===== config.mk =====
export PLATFORM = sky130hd
export DESIGN_NAME = alien_grid_scan
export DESIGN_NICKNAME = d
export VERILOG_FILES = /design/src/rtl/alien_grid_scan.sv
export SDC_FILE = /design/constraint.sdc
export NUM_CORES = 1
export LEC_CHECK = 0
export ABC_AREA = 1
export BUFFER_PORTS_ARGS = -buffer_cell sky130_fd_sc_hd__buf_2
export CORE_MARGIN = 4
export CORE_UTILIZATION = 55
export DETAILED_ROUTE_END_ITERATION = 8
export GPL_TIMING_DRIVEN = 1
export PLACE_DENSITY = 0.86
export SLEW_MARGIN = 0
export SYNTH_ARGS = -nofsm -noshare
export SYNTH_HDL_FRONTEND = slang
export SYNTH_SLANG_ARGS = --single-unit

===== constraint.sdc =====
create_clock -name clock -period 6.9 [get_ports clock]
set_input_delay 0.345 -clock clock [delete_from_list [all_inputs] [get_ports clock]]
set_output_delay 0.345 -clock clock [all_outputs]
set_load 0.02 [all_outputs]

===== src/rtl/alien_grid_scan.sv =====
// alien_grid_scan: sequential laser-vs-formation collision scanner, one alien per cycle,
// bottom row first, returning the first live alien hit and the updated alive mask.
module alien_grid_scan #(
    parameter int ALIEN_WIDTH  = 40,
    parameter int ALIEN_HEIGHT = 21,
    parameter int ALIEN_GAP    = 21,
    parameter int ALIEN_VGAP   = 21,
    parameter int LASER_WIDTH  = 5,
    parameter int NUM_COLS     = 5,
    parameter int NUM_ROWS     = 4,
    localparam int N  = NUM_ROWS * NUM_COLS,
    localparam int IW = $clog2(N),
    localparam int RW = NUM_ROWS > 1 ? $clog2(NUM_ROWS) : 1,
    localparam int CW = NUM_COLS > 1 ? $clog2(NUM_COLS) : 1
) (
    input  logic          clock,
    input  logic          reset_n,
    input  logic          start,
    input  logic          abort,
    input  logic [9:0]    laser_x,
    input  logic [8:0]    laser_y,
    input  logic [9:0]    group_x,
    input  logic [8:0]    group_y,
    input  logic [N-1:0]  alive_in,
    output logic          busy,
    output logic          done,
    output logic          hit,
    output logic [IW-1:0] hit_index,
    output logic [RW-1:0] hit_row,
    output logic [CW-1:0] hit_col,
    output logic [N-1:0]  alive_out
);
    localparam int XS = ALIEN_WIDTH + ALIEN_GAP;
    localparam int YS = ALIEN_HEIGHT + ALIEN_VGAP;

    typedef enum logic [1:0] {IDLE, SCAN, DONE} state_t;

    state_t        state_q, state_d;
    logic [IW-1:0] idx_q, idx_d, hit_index_q, hit_index_d;
    logic [RW-1:0] row_q, row_d, hit_row_q, hit_row_d;
    logic [CW-1:0] col_q, col_d, hit_col_q, hit_col_d;
    logic [9:0]    lx_q, lx_d, gx_q, gx_d;
    logic [8:0]    ly_q, ly_d, gy_q, gy_d;
    logic [N-1:0]  mask_q, mask_d, alive_out_q, alive_out_d;
    logic          hit_q, hit_d;
    logic [10:0]   x0, y0;
    logic          overlap, hit_now;

    // Row/col walk alongside idx so no divider is needed for the geometry.
    always_comb begin
        x0      = 11'(gx_q) + 11'(int'(col_q) * XS);
        y0      = 11'(gy_q) + 11'(int'(row_q) * YS);
        overlap = (11'(lx_q) + 11'(LASER_WIDTH) > x0) && (11'(lx_q) < x0 + 11'(ALIEN_WIDTH)) &&
                  (11'(ly_q) >= y0) && (11'(ly_q) < y0 + 11'(ALIEN_HEIGHT));
        hit_now = mask_q[idx_q] && overlap;
    end

    always_comb begin
        state_d     = state_q;
        idx_d       = idx_q;
        row_d       = row_q;
        col_d       = col_q;
        lx_d        = lx_q;
        ly_d        = ly_q;
        gx_d        = gx_q;
        gy_d        = gy_q;
        mask_d      = mask_q;
        hit_d       = hit_q;
        hit_index_d = hit_index_q;
        hit_row_d   = hit_row_q;
        hit_col_d   = hit_col_q;
        alive_out_d = alive_out_q;
        case (state_q)
            IDLE: if (start) begin
                state_d = SCAN;
                idx_d   = IW'(N - 1);
                row_d   = RW'(NUM_ROWS - 1);
                col_d   = CW'(NUM_COLS - 1);
                lx_d    = laser_x;
                ly_d    = laser_y;
                gx_d    = group_x;
                gy_d    = group_y;
                mask_d  = alive_in;
                hit_d   = 1'b0;
            end
            SCAN: begin
                if (abort) begin
                    state_d = IDLE;
                end else if (hit_now) begin
                    state_d     = DONE;
                    hit_d       = 1'b1;
                    hit_index_d = idx_q;
                    hit_row_d   = row_q;
                    hit_col_d   = col_q;
                    alive_out_d = mask_q & ~(N'(1) << idx_q);
                end else if (idx_q == '0) begin
                    state_d     = DONE;
                    hit_d       = 1'b0;
                    alive_out_d = mask_q;
                end else begin
                    idx_d = idx_q - 1'b1;
                    col_d = (col_q == '0) ? CW'(NUM_COLS - 1) : col_q - 1'b1;
                    row_d = (col_q == '0) ? row_q - 1'b1 : row_q;
                end
            end
            default: state_d = IDLE;
        endcase
    end

    always_ff @(posedge clock or negedge reset_n) begin
        if (!reset_n) begin
            state_q     <= IDLE;
            idx_q       <= IW'(N - 1);
            row_q       <= RW'(NUM_ROWS - 1);
            col_q       <= CW'(NUM_COLS - 1);
            lx_q        <= '0;
            ly_q        <= '0;
            gx_q        <= '0;
            gy_q        <= '0;
            mask_q      <= '0;
            hit_q       <= 1'b0;
            hit_index_q <= '0;
            hit_row_q   <= '0;
            hit_col_q   <= '0;
            alive_out_q <= '0;
        end else begin
            state_q     <= state_d;
            idx_q       <= idx_d;
            row_q       <= row_d;
            col_q       <= col_d;
            lx_q        <= lx_d;
            ly_q        <= ly_d;
            gx_q        <= gx_d;
            gy_q        <= gy_d;
            mask_q      <= mask_d;
            hit_q       <= hit_d;
            hit_index_q <= hit_index_d;
            hit_row_q   <= hit_row_d;
            hit_col_q   <= hit_col_d;
            alive_out_q <= alive_out_d;
        end
    end

    assign busy      = state_q != IDLE;
    assign done      = state_q == DONE;
    assign hit       = hit_q;
    assign hit_index = hit_index_q;
    assign hit_row   = hit_row_q;
    assign hit_col   = hit_col_q;
    assign alive_out = alive_out_q;
endmodule


# Yosys cells after proc, flatten, opt, wreduce, memory -nomap -nowiden
# Cells that the tools add are included.
# classes
n_mul,2
n_shift,1
n_bitwise,3
div,0
addsub,8
n_reduce_logical,17
mux,31
order_cmp,5
eq_ne,9
# ops
op,n
two-way mux 20 bit,2
AND 20 bit,1
two-way mux 5 bit,4
NOT 20 bit,1
"left shift 1 x 5 -> 20 bit, first input constant",1
two-way mux 2 bit,9
two-way mux 3 bit,5
"adder 10 x 3 -> 11 bit, second input constant",1
"adder 10 x 5 -> 11 bit, second input constant",1
adder 10 x 9 -> 11 bit,1
"adder 11 x 6 -> 11 bit, second input constant",1
> comparator 11 bit,1
less-than comparator 10 x 11 -> 1 bit,1
less-than comparator 9 x 11 -> 1 bit,1
adder 9 x 8 -> 10 bit,1
>= comparator 9 x 10 -> 1 bit,1
"!= test 2 bit, second input constant",5
one-hot mux 5 bit (2 select lines),1
"multiplier 3 x 6 -> 9 bit, second input constant",1
one-hot mux 2 bit (2 select lines),2
"multiplier 2 x 5 -> 7 bit, second input constant",1
"less-than comparator 5 x 6 -> 1 bit, second input constant",1
one-hot mux 3 bit (2 select lines),1
AND reduction 3 bit,2
other kinds (20),30
# totals
memories,0
reg_bits,101
ramBits,0
rom_bits,0
latchBits,0

# Logic depth before layout (Yosys ltp)
# depth
word_depth,11
mapped_depth,30

# Worst setup path after synthesis
# OpenSTA, ideal clock, no wires.
# synth_timing
path_kind,reg2reg
from,register col_q[0]
to,register alive_out_q[0] (netlist: alive_out[0])
setup_time_ns,0.118
required_time_ns,6.782
synth_period_minus_slack_ns,4.059
arrival_time_ns,3.941
path_slack_ns,2.841
stages_incl_launch_ff,27
path_buffers,1
cell_sequence,dfrtp_1 -> fa_1 -> inv_1 -> fa_1 -> inv_1 -> ha_1 -> a21oi_1 -> nand2_2 -> xnor2_2 -> nand2_1 -> nand2_1 -> nand2_1 -> ha_1 -> a21oi_1 -> o21a_1 -> nand2_1 -> nand2_1 -> nand2_1 -> nand2_1 -> nand2_1 -> nand3_2 -> nand2_4 -> nand2_4 -> nand2_4 -> buf_6 -> nand2_1 -> o21ai_2
# synth_between
elab_chain_len,10
elab_cells_between_ends,12
classes_between,2 x add/sub; 1 x mul; 2 x order compare; 1 x mux; 6 x reduce/logical
# synth_rtl
item,line_no,rtl
"start, declared",41,"logic [CW-1:0] col_q, col_d, hit_col_q, hit_col_d;"
"start signal, assigned",115,col_q <= CW'(NUM_COLS - 1);
"start signal, assigned",130,col_q <= col_d;
multiplier 3 x 6 -> 9 bit (*),51,x0 = 11'(gx_q) + 11'(int'(col_q) * XS);
adder 10 x 9 -> 11 bit (*),51,
adder 11 x 6 -> 11 bit,53,overlap = (11'(lx_q) + 11'(LASER_WIDTH) > x0) && (11'(lx_q) < x0 + 11'(ALIEN_WIDTH)) &&
less-than comparator 10 x 11 -> 1 bit,53,
logical AND 1 bit (*) (2 in series),53,
logical AND 1 bit (*),54,(11'(ly_q) >= y0) && (11'(ly_q) < y0 + 11'(ALIEN_HEIGHT));
logical AND 1 bit (*),55,hit_now = mask_q[idx_q] && overlap;
nonzero test 2 bit (no source line),n/a,
AND reduction 3 bit (no source line),n/a,
"end signal, assigned",140,alive_out_q <= alive_out_d;
"end, declared",44,"logic [N-1:0] mask_q, mask_d, alive_out_q, alive_out_d;"
# Mark *: on every way between the ends. The rest lies on a longest branch, timed or not.
# A chain may end at the register's enable or synchronous reset.

# Worst setup path in the final report
# layout_timing
from,register col_q[2]
to,register hit_col_q[1] (netlist: hit_col[1])
# layout_between
elab_chain_len,9
elab_cells_between_ends,10
classes_between,2 x add/sub; 1 x mul; 2 x order compare; 5 x reduce/logical
# layout_rtl
item,line_no,rtl
multiplier 3 x 6 -> 9 bit (*),51,
adder 10 x 9 -> 11 bit (*),51,
adder 11 x 6 -> 11 bit,53,
less-than comparator 10 x 11 -> 1 bit,53,
logical AND 1 bit (*) (2 in series),53,
logical AND 1 bit (*),54,
logical AND 1 bit (*),55,
AND reduction 3 bit (no source line) (*),n/a,
"end signal, assigned",139,hit_col_q <= hit_col_d;
"end, declared",41,
# Marked as above.

==> impl_metrics.csv <==
group,metric,value,unit
critical_path,worst_ep_arrival_time,5.43,ns
clocking,cts-resized-gates,0,
clocking,cts_setup_buffers,0,
layout,nets,1054,
clocking,cts_buffers,9,
synth,synth_area_leaders,"dfrtp_1 (34%), ha_1 (13%), nand2_1 (13%)",
sta,worst_slack,1.72,ns
critical_path,required,7.14,ns
placed_design,pre_cts_slack,1.77,ns
sta,worst_pin_slew,0.830,ns
layout,fillerInstances,1004,
route,dr_wl_met2,7470,um
layout,num_antenna_cells,0,
sta,period_share,0.751,
synth,syn_inst,828,
placed_design,placed_area,7490,um^2
route,drt-total-wl,15900,um
route,firstDrtPassIters,5,
outcome,status,"finished, final reports clean",
sta,period_needed,5.18,ns
route,vias,5820,
placed_design,gp_congestion,0.946,
clocking,htreeDepth,3,
floorplanning,chipHeight,120,um
critical_path,crit_type,"reg -> reg",
synth,synth_enable_flop_cells,0,
placed_design,port_buffers,94,
synth,syn_avg_cell_area,8.36,um^2
synth,synth_top_cell_by_area,"dfrtp_1",
route,ant_nets,0,
critical_path,max_stage_delay,0.63,ns
critical_path,endpoint_kind,"flop",
clocking,clk_pin_slew_worst_paths,0.07,ns
job,maxCapViolations,0,
global_route,grt_use_total,0.227,
clocking,root_buffer,"clkbuf_16",
global_route,grt_max_degree,71,
synth,ys_ff_latch,101,
clocking,ctsHoldBuffers,0,
route,drtIter0Drc,392,
route,met3_wirelength,972,um
route,top_layer_used,"met4",
global_route,grt_overflow,0,
global_route,antenna_found_initial,0,
sta,setup_violations,0,
clocking,clock_latency,0.35,ns
critical_path,critical_path.slowest_cell,"dfstp_2",
global_route,grt_pass1_wl,26200,um
floorplanning,dieArea,14400,um^2
route,wl_per_cell,14.6,um
synth,yosysWarnings,0,
placed_design,hpwl,11700,um
floorplanning,start_util,0.569,
sta,fin_skew,0.0101,ns
synth,synth_cell_types,42,
synth,synthesis.area,6920,um^2
sta,fin_tns_setup,0,ns
floorplanning,die_w,120,um
route,vias_per_cell,5.36,
layout,final_common_cell,"nand2_1",
layout,final_layout_size_suffix_gt1_frac,0.219,
clocking,clock-sinks,101,
sta,slew_headroom,0.447,
hold_path,hold_path_class,"in -> async",
critical_path,critPathMostFrequentCell,"nand2_1",
critical_path,cp-start-kind,"flop",
floorplanning,core,12200,um^2
sta,maxSlewViolCount,0,
sta,max_freq,193,MHz
critical_path,path_max_fanout,23,
synth,synthArstFlopShare,1.00,
clocking,clockBufferDepth,2,
synth,syn-num-nets,969,
synth,ys.flop_type,"dfrtp_1",
layout,most-common-layout-cells,"nand2_1 (242), dfrtp_1 (95), buf_2 (93), inv_1 (76), ha_1 (73)",
synth,seq_area_frac_synth,0.366,
route,drc,0,
clocking,cts_tree,"yes",
route,met1Wirelength,7050,um
sta,grt_setup_unrepaired,"false",
floorplanning,io_pins,95,
global_route,first_global_vias,5510,
sta,hold_violations,0,
synth,synth_top_area_share,0.344,
layout,area_growth,12.6,%
floorplanning,rows,40,
layout,design_area,7790,um^2
==> flip-flops by register name, summed over array words and instances (netlist names) <==
signal and cells:
alive_out 20, mask_q 20, gx_q 10, lx_q 10, gy_q 9, ly_q 9, hit_index 5, idx_q 5
col_q 3, hit_col 3, hit_row 2, row_q 2, state_q 2, hit 1
==> per-stage QoR <==
step / hold WS, ns / util / cells
final: 0.00117 / 0.641 / 1086
after global routing: 0.0540 / 0.641 / 1086
after CTS: 0.0266 / 0.641 / 1086
after detailed placement: 0.408 / 0.616 / 1070
after global placement: 0.403 / 0.616 / 1070
after floorplan: 0.0494 / - / 828
==> worst max-delay path: cells and delay by family, from the launching register on <==
kind            cells  cell delay, ns
compound gates      1            0.24
flops               1            0.63
buf+inv             2            0.23
xor+xnor            1            0.19
simple gates       17            2.26
fa+ha+maj           4            1.51
==> layer usage <==
metal  up-vias  track usage
met4         0       0.0759
met1      2718        0.308
li1       2877            -
met3        31       0.0524
met5         -            0
met2       194        0.359
==> path summary, 6_finish.rpt <==
check | startpoint | endpoint | slack, ns | depth (start not counted)
hold / removal | reset_n | lx_q[9] | 0.001 | 1
hold reg to reg | alive_out[11] | alive_out[11] | 0.48 | 2
max in group asynchronous | reset_n | mask_q[17] | 5.77 | 2
setup reg to reg | col_q[2] | hit_col[1] | 1.72 | 25
min in group clock | group_x[5] | gx_q[5] | 0.22 | 2
setup / recovery | col_q[2] | hit_col[1] | 1.72 | 25
==> final cells by class <==
cell class | count | area, um^2 | share of cell area
tap | 168 | 210 | 0.0270
clock inverter | 5 | 58.8 | 0.00754
clock buffer | 11 | 243 | 0.0311
sequential | 101 | 2530 | 0.325
multi-input combinational | 625 | 3960 | 0.508
inverter | 80 | 300 | 0.0385
timing repair buffer | 96 | 488 | 0.0626
==> kinds of logic (layout without fill, tap and decap cells) <==
family | after synthesis | after routing | share of synthesized area
AOI/OAI and AO/OA | 77 | 77 | 0.0665
xor gates and xnor gates | 23 | 23 | 0.0324
adders and majority gates | 79 | 79 | 0.149
buffers and inverters | 102 | 192 | 0.0618
DFF | 101 | 101 | 0.366
muxes | 47 | 47 | 0.0765
and+or+nand+nor | 399 | 399 | 0.247
==> cell usage after synthesis (3+ instances only) <==
master and number:
a21oi_1 34, a31oi_1 4, buf_1 6, buf_2 6
buf_4 4, buf_6 3, clkbuf_1 3, dfrtp_1 95
dfstp_2 6, fa_1 6, ha_1 73, inv_1 76
inv_2 3, mux2_2 47, nand2_1 243, nand2_2 5
nand2_4 3, nand3_1 55, nand3b_1 4, nand4_1 9
nor2_1 53, nor2_2 3, nor3_1 13, nor4_1 4
o21ai_0 13, o21ai_1 5, o21ai_2 13, xnor2_1 5
xor2_1 15
Power is left out: the tool's default activity adds up to more than one toggle a clock period on the data nets, which glitch-free logic cannot reach.
